## config.mk

```make
export PLATFORM = sky130hd
export DESIGN_NAME = fetch_controller
export DESIGN_NICKNAME = d
export VERILOG_FILES = /design/src/rtl/fetch_controller.sv
export SDC_FILE = /design/constraint.sdc
export NUM_CORES = 1
export LEC_CHECK = 0
export ABC_AREA = 1
export CAP_MARGIN = 20
export CORE_MARGIN = 1.5
export CORE_UTILIZATION = 30
export CTS_CLUSTER_DIAMETER = 60
export DETAILED_ROUTE_END_ITERATION = 7
export HOLD_SLACK_MARGIN = 0.1
export PLACE_DENSITY_LB_ADDON = 0.15
export SLEW_MARGIN = 20
export SYNTH_ARGS = -nofsm -noshare
export SYNTH_HDL_FRONTEND = slang
export SYNTH_SLANG_ARGS = --single-unit
```

## constraint.sdc

```tcl
create_clock -name clk -period 2.7 [get_ports clk]
set_clock_uncertainty 0.2 [all_clocks]
set_input_delay 0.405 -clock clk [delete_from_list [all_inputs] [get_ports clk]]
set_output_delay 0.405 -clock clk [all_outputs]
set_load 0.005 [all_outputs]
```

## src/rtl/fetch_controller.sv

```systemverilog
// Instruction fetch sequencer: owns the PC, issues one memory read per cycle and buffers
// returning words in a small FIFO presented to decode over valid/ready.
`ifndef ADDR_W
`define ADDR_W 32
`endif
`ifndef WORD_W
`define WORD_W 32
`endif

module fetch_controller #(
    parameter logic [`ADDR_W-1:0] RESET_PC  = '0,
    parameter int unsigned        BUF_DEPTH = 2,
    parameter int unsigned        PC_STEP   = 4
) (
    input  logic               clk,
    input  logic               rst_n,
    output logic [`ADDR_W-1:0] o_mem_addr,
    output logic               o_mem_req,
    input  logic [`WORD_W-1:0] i_mem_data,
    input  logic               i_redirect_valid,
    input  logic [`ADDR_W-1:0] i_redirect_addr,
    output logic               o_valid,
    input  logic               i_ready,
    output logic [`WORD_W-1:0] o_instr,
    output logic [`ADDR_W-1:0] o_pc
);

    localparam int unsigned        PtrW   = (BUF_DEPTH > 1) ? $clog2(BUF_DEPTH) : 1;
    localparam int unsigned        CntW   = PtrW + 1;
    localparam logic [CntW-1:0]    DepthC = CntW'(BUF_DEPTH);
    localparam logic [`ADDR_W-1:0] StepC  = `ADDR_W'(PC_STEP);

    typedef enum logic [1:0] {StIdle, StFetch, StStall} state_e;

    state_e              state_q, state_d;
    logic [`ADDR_W-1:0]  pc_q, pc_d;
    logic [`ADDR_W-1:0]  req_pc_q, req_pc_d;
    logic                inflight_q, inflight_d;
    logic [CntW-1:0]     count_q, count_d;
    logic [PtrW-1:0]     rd_ptr_q, rd_ptr_d;
    logic [PtrW-1:0]     wr_ptr_q, wr_ptr_d;
    logic [`WORD_W-1:0]  instr_q [BUF_DEPTH];
    logic [`ADDR_W-1:0]  epc_q   [BUF_DEPTH];

    logic                pop;
    logic                push;
    logic                issue;
    logic [CntW:0]       occ;

    // Projected occupancy after this cycle's pop; the in-flight word still needs a slot.
    always_comb begin
        pop   = (count_q != '0) & i_ready;
        push  = inflight_q & ~i_redirect_valid;
        occ   = {1'b0, count_q} + {{CntW{1'b0}}, inflight_q} - {{CntW{1'b0}}, pop};
        issue = (state_q != StIdle) && (occ < {1'b0, DepthC});
    end

    always_comb begin
        state_d    = state_q;
        pc_d       = pc_q;
        req_pc_d   = req_pc_q;
        inflight_d = 1'b0;
        o_mem_req  = 1'b0;
        o_mem_addr = pc_q;
        if (i_redirect_valid) begin
            o_mem_req  = 1'b1;
            o_mem_addr = i_redirect_addr;
            pc_d       = i_redirect_addr + StepC;
            req_pc_d   = i_redirect_addr;
            inflight_d = 1'b1;
            state_d    = StFetch;
        end else begin
            unique case (state_q)
                StIdle: state_d = StFetch;
                StFetch, StStall: begin
                    state_d = issue ? StFetch : StStall;
                    if (issue) begin
                        o_mem_req  = 1'b1;
                        pc_d       = pc_q + StepC;
                        req_pc_d   = pc_q;
                        inflight_d = 1'b1;
                    end
                end
                default: state_d = StIdle;
            endcase
        end
    end

    // A redirect drops the returning word and every buffered wrong-path entry.
    always_comb begin
        count_d  = count_q;
        rd_ptr_d = rd_ptr_q;
        wr_ptr_d = wr_ptr_q;
        if (i_redirect_valid) begin
            count_d  = '0;
            rd_ptr_d = '0;
            wr_ptr_d = '0;
        end else begin
            if (push) wr_ptr_d = wr_ptr_q + 1'b1;
            if (pop)  rd_ptr_d = rd_ptr_q + 1'b1;
            count_d = count_q + {{(CntW-1){1'b0}}, push} - {{(CntW-1){1'b0}}, pop};
        end
    end

    always_comb begin
        o_valid = (count_q != '0);
        o_instr = instr_q[rd_ptr_q];
        o_pc    = epc_q[rd_ptr_q];
    end

    always_ff @(posedge clk or negedge rst_n) begin
        if (!rst_n) begin
            state_q    <= StIdle;
            pc_q       <= RESET_PC;
            req_pc_q   <= RESET_PC;
            inflight_q <= 1'b0;
            count_q    <= '0;
            rd_ptr_q   <= '0;
            wr_ptr_q   <= '0;
        end else begin
            state_q    <= state_d;
            pc_q       <= pc_d;
            req_pc_q   <= req_pc_d;
            inflight_q <= inflight_d;
            count_q    <= count_d;
            rd_ptr_q   <= rd_ptr_d;
            wr_ptr_q   <= wr_ptr_d;
        end
    end

    always_ff @(posedge clk or negedge rst_n) begin
        if (!rst_n) begin
            for (int i = 0; i < int'(BUF_DEPTH); i++) begin
                instr_q[i] <= '0;
                epc_q[i]   <= '0;
            end
        end else if (push) begin
            instr_q[wr_ptr_q] <= i_mem_data;
            epc_q[wr_ptr_q]   <= req_pc_q;
        end
    end

    a_no_overflow: assert property (@(posedge clk) disable iff (!rst_n)
        !(push && !pop && (count_q == DepthC)));

endmodule

```

# [Word-level counts from Yosys, hierarchy flattened]
# Cells that the tools add are included.
[word_totals] reg_bits=199 input_bits=68 output_inout_bits=98
[classes] bitwise_logic=5 n_mux=28 order_cmp=4 eq_ne=2 n_reduce_logical=11 n_addsub=8
[ops] cell="$mux W32" count=14
[ops] cell="$bwmux W64" count=2
[ops] cell="$add A32 B3 Y32 const B" count=2
[ops] cell="$demux W32 S1" count=1
[ops] cell="$reduce_bool A2 Y1" count=6
[ops] cell="$mux W1" count=7
[ops] cell="$mux W2" count=3
[ops] cell="$ge A2 B2 Y1 const B" count=2
[ops] cell="$not A1 Y2" count=2
[ops] cell="$pmux W2 S2" count=1
[ops] cell="$add A2 B1 Y3" count=1
[ops] cell="$lt A3 B2 Y1 const B" count=1
[ops] cell="$sub A3 B1 Y3" count=1
[ops] cell="$add A1 B1 Y1 const B" count=2
[ops] cell="$add A2 B1 Y2" count=1
[ops] cell="$and A1 B1 Y1" count=2
[ops] cell="$eq A2 B1 Y1 const B" count=1
[ops] cell="$eq A2 B2 Y1 const B" count=1
[ops] cell="$logic_and A1 B1 Y1" count=2
[ops] cell="$logic_not A2 Y1" count=1
[ops] cell="$lt A2 B1 Y1 const B" count=1
[ops] cell="$reduce_and A2 Y1" count=1
[ops] cell="$reduce_or A2 Y1" count=1
[ops] cell="$sub A2 B1 Y2" count=1
[ops] cell="$not A1 Y1" count=1

# [Logic depth before layout (Yosys ltp)]
# Gate-level depths: netlist of run 1.
[depth] word_depth=8 depth_mapped=19 mapped_depth_nobuf=18

# [Worst setup path after synthesis of run 1]
# OpenSTA, ideal clock, no wires.
[synth_path] path_type="reg-to-output" startpoint="register count_q[1]" endpoint="output o_mem_req" t_required_ps=2095 t_arrival_ps=2159 n_path_buf=2 setup_slack_ps=-64 path_stages_with_launch=17 path_cell_list="dfrtp_1 inv_1 nand2_1 nand2_1 inv_1 nand2_1 o21ai_0 nand2_1 fa_1 inv_1 nor2_1 nand3_1 nand2_1 nand2_2 inv_2 buf_2 buf_4"
[synth_via] elab_chain_len=8
[synth_lines] item="start: declaration" line_no="39" rtl="logic [CntW-1:0] count_q, count_d;"
[synth_lines] item="start signal: assignment" line_no="125" rtl="count_q <= count_d;"
[synth_lines] item="$reduce_bool A2 Y1"
[synth_lines] item="net o_valid" line_no="22" rtl="output logic o_valid,"
[synth_lines] item="$and A1 B1 Y1" line_no="52" rtl="pop = (count_q != '0) & i_ready;"
[synth_lines] item="$sub A3 B1 Y3" line_no="54" rtl="occ = {1'b0, count_q} + {{CntW{1'b0}}, inflight_q} - {{CntW{1'b0}}, pop};"
[synth_lines] item="$lt A3 B2 Y1" line_no="55" rtl="issue = (state_q != StIdle) && (occ < {1'b0, DepthC});"
[synth_lines] item="$logic_and A1 B1 Y1" line_no="55"
[synth_lines] item="$mux W1" line_no="77" rtl="if (issue) begin"
[synth_lines] item="$mux W1" line_no="73" rtl="unique case (state_q)"
[synth_lines] item="$mux W1" line_no="65" rtl="if (i_redirect_valid) begin"
[synth_lines] item="end: declaration" line_no="18" rtl="output logic o_mem_req,"
# The timed path passes the listed nets, and every way through them passes these cells.

# [Worst setup path after layout of run 1]
[layout_path] startpoint="register count_q[0]" endpoint="output o_mem_req"
[layout_via] elab_chain_len=8
[layout_lines] item="branches (longest 2 deep; another with $add A2 B1 Y3)"
[layout_lines] item="$sub A3 B1 Y3 (*)" line_no="54"
[layout_lines] item="$lt A3 B2 Y1 (*)" line_no="55"
[layout_lines] item="$logic_and A1 B1 Y1 (*)" line_no="55"
[layout_lines] item="$mux W1 (*)" line_no="77"
[layout_lines] item="$mux W1 (*)" line_no="73"
[layout_lines] item="$mux W1 (*)" line_no="65"
# Every way passes the cells marked *.

==> results.py, run 1 <==
metrics = {
    "run_status": {
        "outcome": "complete, but fails checks",
        "violations": "setup timing",
    },
    "setup_path": {
        "cp_slowest_cell": "fa_1",
        "crit_type": "reg -> out",
        "end_kind": "primary output",
        "arrival_ps": 2370,
        "r2r_slack_ps": -240,
        "slowest_delay_ps": 490,
        "rr_startpoint": "count_q[0]",
        "worstPathCellList": "inv_2 -> nand2_2 -> nand2_2 -> inv_2 -> nand2_2 -> buf_4 -> inv_1 -> fa_1 -> inv_2 -> nor2_2 -> nand3_2 -> nand2_2 -> nand2_2 -> inv_4 -> buf_6",
        "critPathRequiredTime_ps": 2100,
        "path_common_cell": "nand2_2",
        "worstPathMaxFanout": 2,
        "worstSetupStartpointType": "register",
        "crit_start": "count_q[0]",
    },
    "hold_path": {
        "hold_start": "i_redirect_valid",
        "min_path_type": "in -> reg",
    },
    "synthesis": {
        "yosys.area.top_type": "dfrtp_1",
        "ys_ff_latch": 199,
        "syn_inst": 1263,
        "synth_top_area_frac": 0.5078,
        "yosysUniqueCellTypes": 39,
        "synth_nets": 1337,
        "netlist_area_sq_um": 9806,
        "synthTopCellsByArea": "dfrtp_1 (51%), nand2_1 (20%), o21ai_0 (7.9%)",
        "syn_area_per_cell_sq_um": 7.764,
        "ys_warn_count": 0,
        "ys_seq_area_frac": 0.5078,
    },
    "placed_design": {
        "dp_hpwl_um": 18650,
        "dpl_cell_area_sq_um": 12190,
        "dp_slack_ps": -728.2,
        "numPortBuffers": 165,
        "globalplace.congestion": 0.7977,
        "dp_cells": 1855,
    },
    "floorplan": {
        "rows": 66,
        "die_h_um": 183.8,
        "dieArea_sq_um": 33780,
        "io_pins": 166,
        "initial_core_util": 0.3029,
        "fp.dieW_um": 183.8,
        "coreArea_sq_um": 32370,
    },
    "detailed_routing": {
        "wirelength_um": 26780,
        "wl_per_cell_um": 14.03,
        "vias": 8389,
        "route.detailed.drc": 0,
        "drtAntennaViolNets": 0,
        "first_pass_iters": 5,
        "drt_iter0_drc": 488,
        "via_per_inst": 4.394,
    },
    "power_and_ir_drop": {
        "irDropWorstVdd_v": 0.0004973,
        "p_per_area_nw_per_um2": 1116,
        "p_leak_nw": 6.409,
    },
    "timing": {
        "worst_slew_margin_rel": 0.6407,
        "tightest_slew_ps": 539.0,
        "max_freq_ghz": 0.3366,
        "setup_violations": 48,
        "hold_viol": 0,
        "worst_slack_ps": -270.6,
        "fin_tns_setup_ps": -4425,
        "slew_viol_final": 0,
        "finalCritPeriodShare": 1.100,
        "rsz0062_at_grt": "yes",
        "period_needed_ps": 2971,
    },
    "clock_network": {
        "cts_inserted_buffers": 17,
        "cts_root_buf": "clkbuf_16",
        "path_clk_slew_ps": 80,
        "cts_tree": "yes",
        "htreeDepth": 4,
        "clock_path_buffers": 2,
        "clock_sink_count": 199,
        "clk_latency_ps": 430,
    },
    "global_routing": {
        "grt_usage": 0.1637,
        "grt_antenna_before_repair": 0,
        "grt_overflow_total": 0,
        "grt_pass1_wl_um": 43260,
        "grt_pass1_vias": 7872,
        "grt_start_max_net_pins": 62,
    },
    "finish": {
        "drive_gt1_frac": 0.1309,
        "syn2layout_area_growth_pct": 33.74,
        "layout.nets": 1528,
        "finalNonFillerCells": 1909,
        "post-route-util": 0.4051,
        "design_area_sq_um": 13110,
        "antenna_cells": 0,
    },
    "job": {
        "cap_violations": 0,
    },
}
[synth_stat cells (all sizes together)]
master	number
xor2	5
nand2	549
xnor2	1
o21a	3
or2	2
clkbuf	32
nor2	70
o22ai	2
nand4	8
ha	5
o21ai	170
nand3	36
buf	32
nor3	1
o31ai	1
dfrtp	199
inv	118
o211ai	6
a21oi	19
fa	1
o21bai	2
nand3b	1
[metrics by stage]
| step | power (mW) | hold slack [ps] |
|---|---|---|
| 5_1_grt | 15.92 | 214.1 |
| 6_report | 14.64 | 217.7 |
| 4_1_cts | 14.74 | 186.9 |
| 3_3_place_gp | 11.44 | 242.5 |
| 2_1_floorplan | 8.463 | -90.59 |
| 3_5_place_dp | 11.56 | 241.2 |
[path summary, 6_finish.rpt]
path,cells after the start,endpoint
setup / recovery,15,o_mem_req
hold / removal,3,state_q[0]
setup reg to reg,18,pc_q[12]
hold reg to reg,2,pc_q[0]
max in group asynchronous,3,pc_q[29]
min in group asynchronous,2,instr_q[39]
[registers in the layout (all words and copies together), names as in the netlist]
signal      cells
count_q         2
epc_q          64
inflight_q      1
instr_q        64
pc_q           32
rd_ptr_q        1
req_pc_q       32
state_q         2
wr_ptr_q        1
[worst max-delay path: cells and delay by family, from the launching register on]
kind | cells | cell delay [ps]
adder cells (fa/ha/maj) | 1 | 490
buffers and inverters | 7 | 480
flip-flops | 1 | 400
AND/OR/NAND/NOR | 7 | 570
[cell families after synthesis]
logic type,count (synthesis),share of synthesized area
adder cells (fa/ha/maj),6,0.008422
AO/OA/AOI/OAI,203,0.1131
XOR/XNOR,6,0.005359
AND/OR/NAND/NOR,667,0.2842
flip-flops,199,0.5078
buffers and inverters,182,0.08115
[report_power, final]
part	switching [mW]	internal [mW]	total (mW)
registers	0.639	4.36	5.00
logic	3.65	3.10	6.75
clock network	1.21	1.68	2.89
[repair_timing]
item	4_1_cts	5_1_grt
hold buffers	1	0
gates resized for setup	20	20
endpoints found under the setup margin	63	91
hold endpoints to repair	56	0
pin swaps	10	6
buffers inserted	21	2
[cell usage in the layout (no fill, tap or decap), types with 2 or more instances in the layout]
| cell type | n |
|---|---|
| a21oi_1 | 18 |
| buf_12 | 11 |
| buf_4 | 48 |
| buf_6 | 12 |
| bufinv_16 | 5 |
| clkbuf_16 | 17 |
| clkdlybuf4s50_1 | 161 |
| dfrtp_1 | 198 |
| ha_1 | 5 |
| inv_1 | 110 |
| inv_2 | 6 |
| inv_6 | 5 |
| inv_8 | 2 |
| nand2_1 | 519 |
| nand2_2 | 28 |
| nand2_4 | 2 |
| nand3_1 | 30 |
| nand3_2 | 4 |
| nand3_4 | 2 |
| nand4_1 | 8 |
| nor2_1 | 45 |
| nor2_2 | 18 |
| nor2_4 | 5 |
| nor2_8 | 2 |
| o211ai_1 | 6 |
| o21a_1 | 3 |
| o21ai_0 | 152 |
| o21ai_1 | 4 |
| o21ai_2 | 11 |
| o21ai_4 | 3 |
| o21bai_1 | 2 |
| o22ai_1 | 2 |
| xor2_1 | 5 |
[final cells by class]
cell class	count	area, sq um
Fill cell	3310	19260
Sequential cell	199	4981
Multi-Input combinational cell	882	4094
Timing Repair Buffer	236	2369
Tap cell	442	553.0
Inverter	118	452.9
Clock buffer	18	429.2
Clock inverter	14	235.2
[layer usage]
layer,track usage,vias up,wire length (um)
met3,0.02932,21,1137
met2,0.2398,201,11170
li1,-,4317,-
met5,0,-,0
met4,0.04000,0,308
met1,0.2472,3850,14160
Note: power is estimated with default switching activity, not from simulation.
==> run 2, diff against run 1 <==
ABC_CLOCK_PERIOD_IN_PS = 3500   (was default)
GPL_TIMING_DRIVEN = 0   (was default)
clock period = 3.5 ns   (was 2.7 ns; I/O delays follow)
==> run 2 against run 1 <==
- register-to-register slack better by 660 ps
- non-clock buffer count down 1
- the run now ends clean
- combinational power shrank 25%
- first-iteration DRC count grew 10%
- core utilization shrank 1.2 points
- critical endpoint unchanged
- total power decreased by 26%
- design area down 3.0%
- largest cell class unchanged
- critical path depth stayed put
- wire length is 11% higher
- via count rose by 2.9%
==> results.py, run 2 (synthesis gave the netlist of run 1 again) <==
metrics = {
    "run_status": {
        "outcome": "finished, final reports clean",
    },
    "placed_design": {
        "dp_hpwl_um": 21290,
        "numPortBuffers": 164,
        "dpl_cell_area_sq_um": 12060,
        "dp_cells": 1871,
        "globalplace.congestion": 0.8481,
    },
    "clock_network": {
        "cts_root_buf": "clkbuf_16",
        "clock_path_buffers": 2,
        "htreeDepth": 4,
        "clk_latency_ps": 440,
        "path_clk_slew_ps": 70,
        "clock_sink_count": 199,
        "cts_inserted_buffers": 17,
        "cts_tree": "yes",
    },
    "setup_path": {
        "critPathRequiredTime_ps": 2770,
        "worstPathCellList": "inv_1 -> nand2_2 -> nand2_2 -> inv_1 -> nand2_1 -> o21ai_1 -> nand2_1 -> fa_1 -> inv_1 -> nor2_1 -> nand3_2 -> nand2_2 -> nand2_4 -> clkinv_8 -> clkdlybuf4s15_2",
        "slowest_delay_ps": 510,
        "worstPathMaxFanout": 12,
        "cp_slowest_cell": "fa_1",
        "worstSetupStartpointType": "register",
        "crit_type": "reg -> out",
        "crit_buf_inv": 5,
        "r2r_slack_ps": 420,
        "rr_startpoint": "count_q[1]",
        "arrival_ps": 2560,
        "end_kind": "primary output",
        "critPathTopFamily": "simple AND/OR/NAND/NOR gates",
        "crit_start": "count_q[1]",
    },
    "floorplan": {
        "coreArea_sq_um": 32370,
        "dieArea_sq_um": 33780,
        "io_pins": 166,
        "fp.dieW_um": 183.8,
        "die_h_um": 183.8,
        "rows": 66,
        "initial_core_util": 0.3029,
    },
    "finish": {
        "antenna_cells": 0,
        "top_regs": "epc_q (64), instr_q (64)",
        "drive_gt1_frac": 0.09550,
        "layout_common_cells": "nand2_1 (520), dfrtp_1 (198), clkdlybuf4s50_1 (161)",
        "final_common_cell": "nand2_1",
        "finalNonFillerCells": 1908,
        "layout.nets": 1527,
        "syn2layout_area_growth_pct": 29.73,
        "design_area_sq_um": 12720,
    },
    "power_and_ir_drop": {
        "p_comb_frac": 0.465,
        "p_leak_nw": 6.163,
        "seqPwrFrac": 0.353,
        "netSwitchingPower_mw": 4.408,
        "clkPwrFrac": 0.182,
        "p_per_area_nw_per_um2": 856.3,
        "sw_frac_of_total": 0.4047,
        "intPower_mw": 6.485,
        "power_mw": 10.89,
        "irDropWorstVdd_v": 0.0003817,
    },
    "detailed_routing": {
        "first_pass_iters": 5,
        "vias": 8634,
        "drt_iter0_drc": 539,
        "route.detailed.drc": 0,
        "drtAntennaViolNets": 0,
        "via_per_inst": 4.525,
        "wl_per_cell_um": 15.54,
        "wirelength_um": 29650,
    },
    "timing": {
        "setup_violations": 0,
        "finalCritPeriodShare": 0.9387,
        "hold_viol": 0,
        "period_needed_ps": 3285,
        "worst_slew_margin_rel": 0.5609,
        "max_freq_ghz": 0.3044,
        "tightest_slew_ps": 658.6,
        "whs_ps": 270.4,
        "slew_viol_final": 0,
    },
    "hold_path": {
        "min_path_type": "reg -> reg",
        "hold_start": "pc_q[1]",
    },
    "global_routing": {
        "grt_pass1_vias": 8505,
        "grt_pass1_wl_um": 47180,
        "grt_overflow_total": 0,
        "grt_antenna_before_repair": 0,
        "grt_start_max_net_pins": 78,
        "grt_usage": 0.1808,
    },
    "job": {
        "cap_violations": 0,
    },
}
[run 2: timing repair]
action,4_1_cts,5_1_grt
pin swaps,5,5
hold buffers,1,0
resized for setup,15,3
setup endpoints to repair,1,6
hold endpoints to repair,59,0
setup buffers,6,1
[run 2: per-stage QoR]
step                setup TNS (ps)  utilization  worst slack, ps
detailed placement           -1419       0.3726           -822.2
CTS                              0       0.3932            26.29
global placement          -1429290       0.3707            -7209
floorplan                        0            -            615.7
global route               -0.5504       0.3930          -0.5504
finish                           0       0.3930            214.6
[run 2: cell type report]
type | instances | area [sq um]
repair buffers | 174 | 1764
inverters | 118 | 462.9
clock buffers | 17 | 425.4
fillers | 3452 | 19650
plain buffers | 61 | 329.1
clock inverters | 15 | 157.7
well taps | 442 | 553.0
flip-flops and latches | 199 | 4981
multi-input cells | 882 | 4048
[run 2: per-layer routing]
| layer | global-route usage | part of all wire | vias up |
|---|---|---|---|
| met4 | 0.04393 | 0.0096 | 0 |
| met1 | 0.2587 | 0.50 | 4048 |
| met5 | 0 | 0 | - |
| li1 | - | - | 4323 |
| met3 | 0.02754 | 0.049 | 17 |
| met2 | 0.2859 | 0.45 | 246 |
[run 2: final timing paths]
kind | end | cells past startpoint
worst min-delay path | pc_q[1] | 2
worst min register to register | pc_q[1] | 2
min in group asynchronous | instr_q[39] | 2
worst max register to register | pc_q[17] | 18
worst max-delay path | o_mem_req | 15
max in group asynchronous | req_pc_q[2] | 4
[run 2: power by group through the flow]
| stage | logic (mW) | clock network [mW] | registers (mW) |
|---|---|---|---|
| final | 5.07 | 1.98 | 3.85 |
| after detailed placement | 5.01 | 0 | 3.88 |
| after global routing | 5.74 | 2.12 | 3.96 |
| after CTS | 5.20 | 2.03 | 3.84 |
| after floorplan | 2.73 | 0 | 3.77 |
| after global placement | 4.94 | 0 | 3.87 |
[run 2: worst reg2reg max path: stages (launching register included)]
cell      delay (ps)
dfrtp_2          370
inv_1             60
nand2_2           80
nand2_2           60
inv_1             80
nand2_1           70
o21ai_1           80
nand2_1           80
fa_1             510
inv_1             40
nor2_1           100
nand3_2          100
nand2_2          110
nand2_4          100
clkinv_8         100
buf_4            180
buf_2            310
nand2_1          170
o211ai_1         210
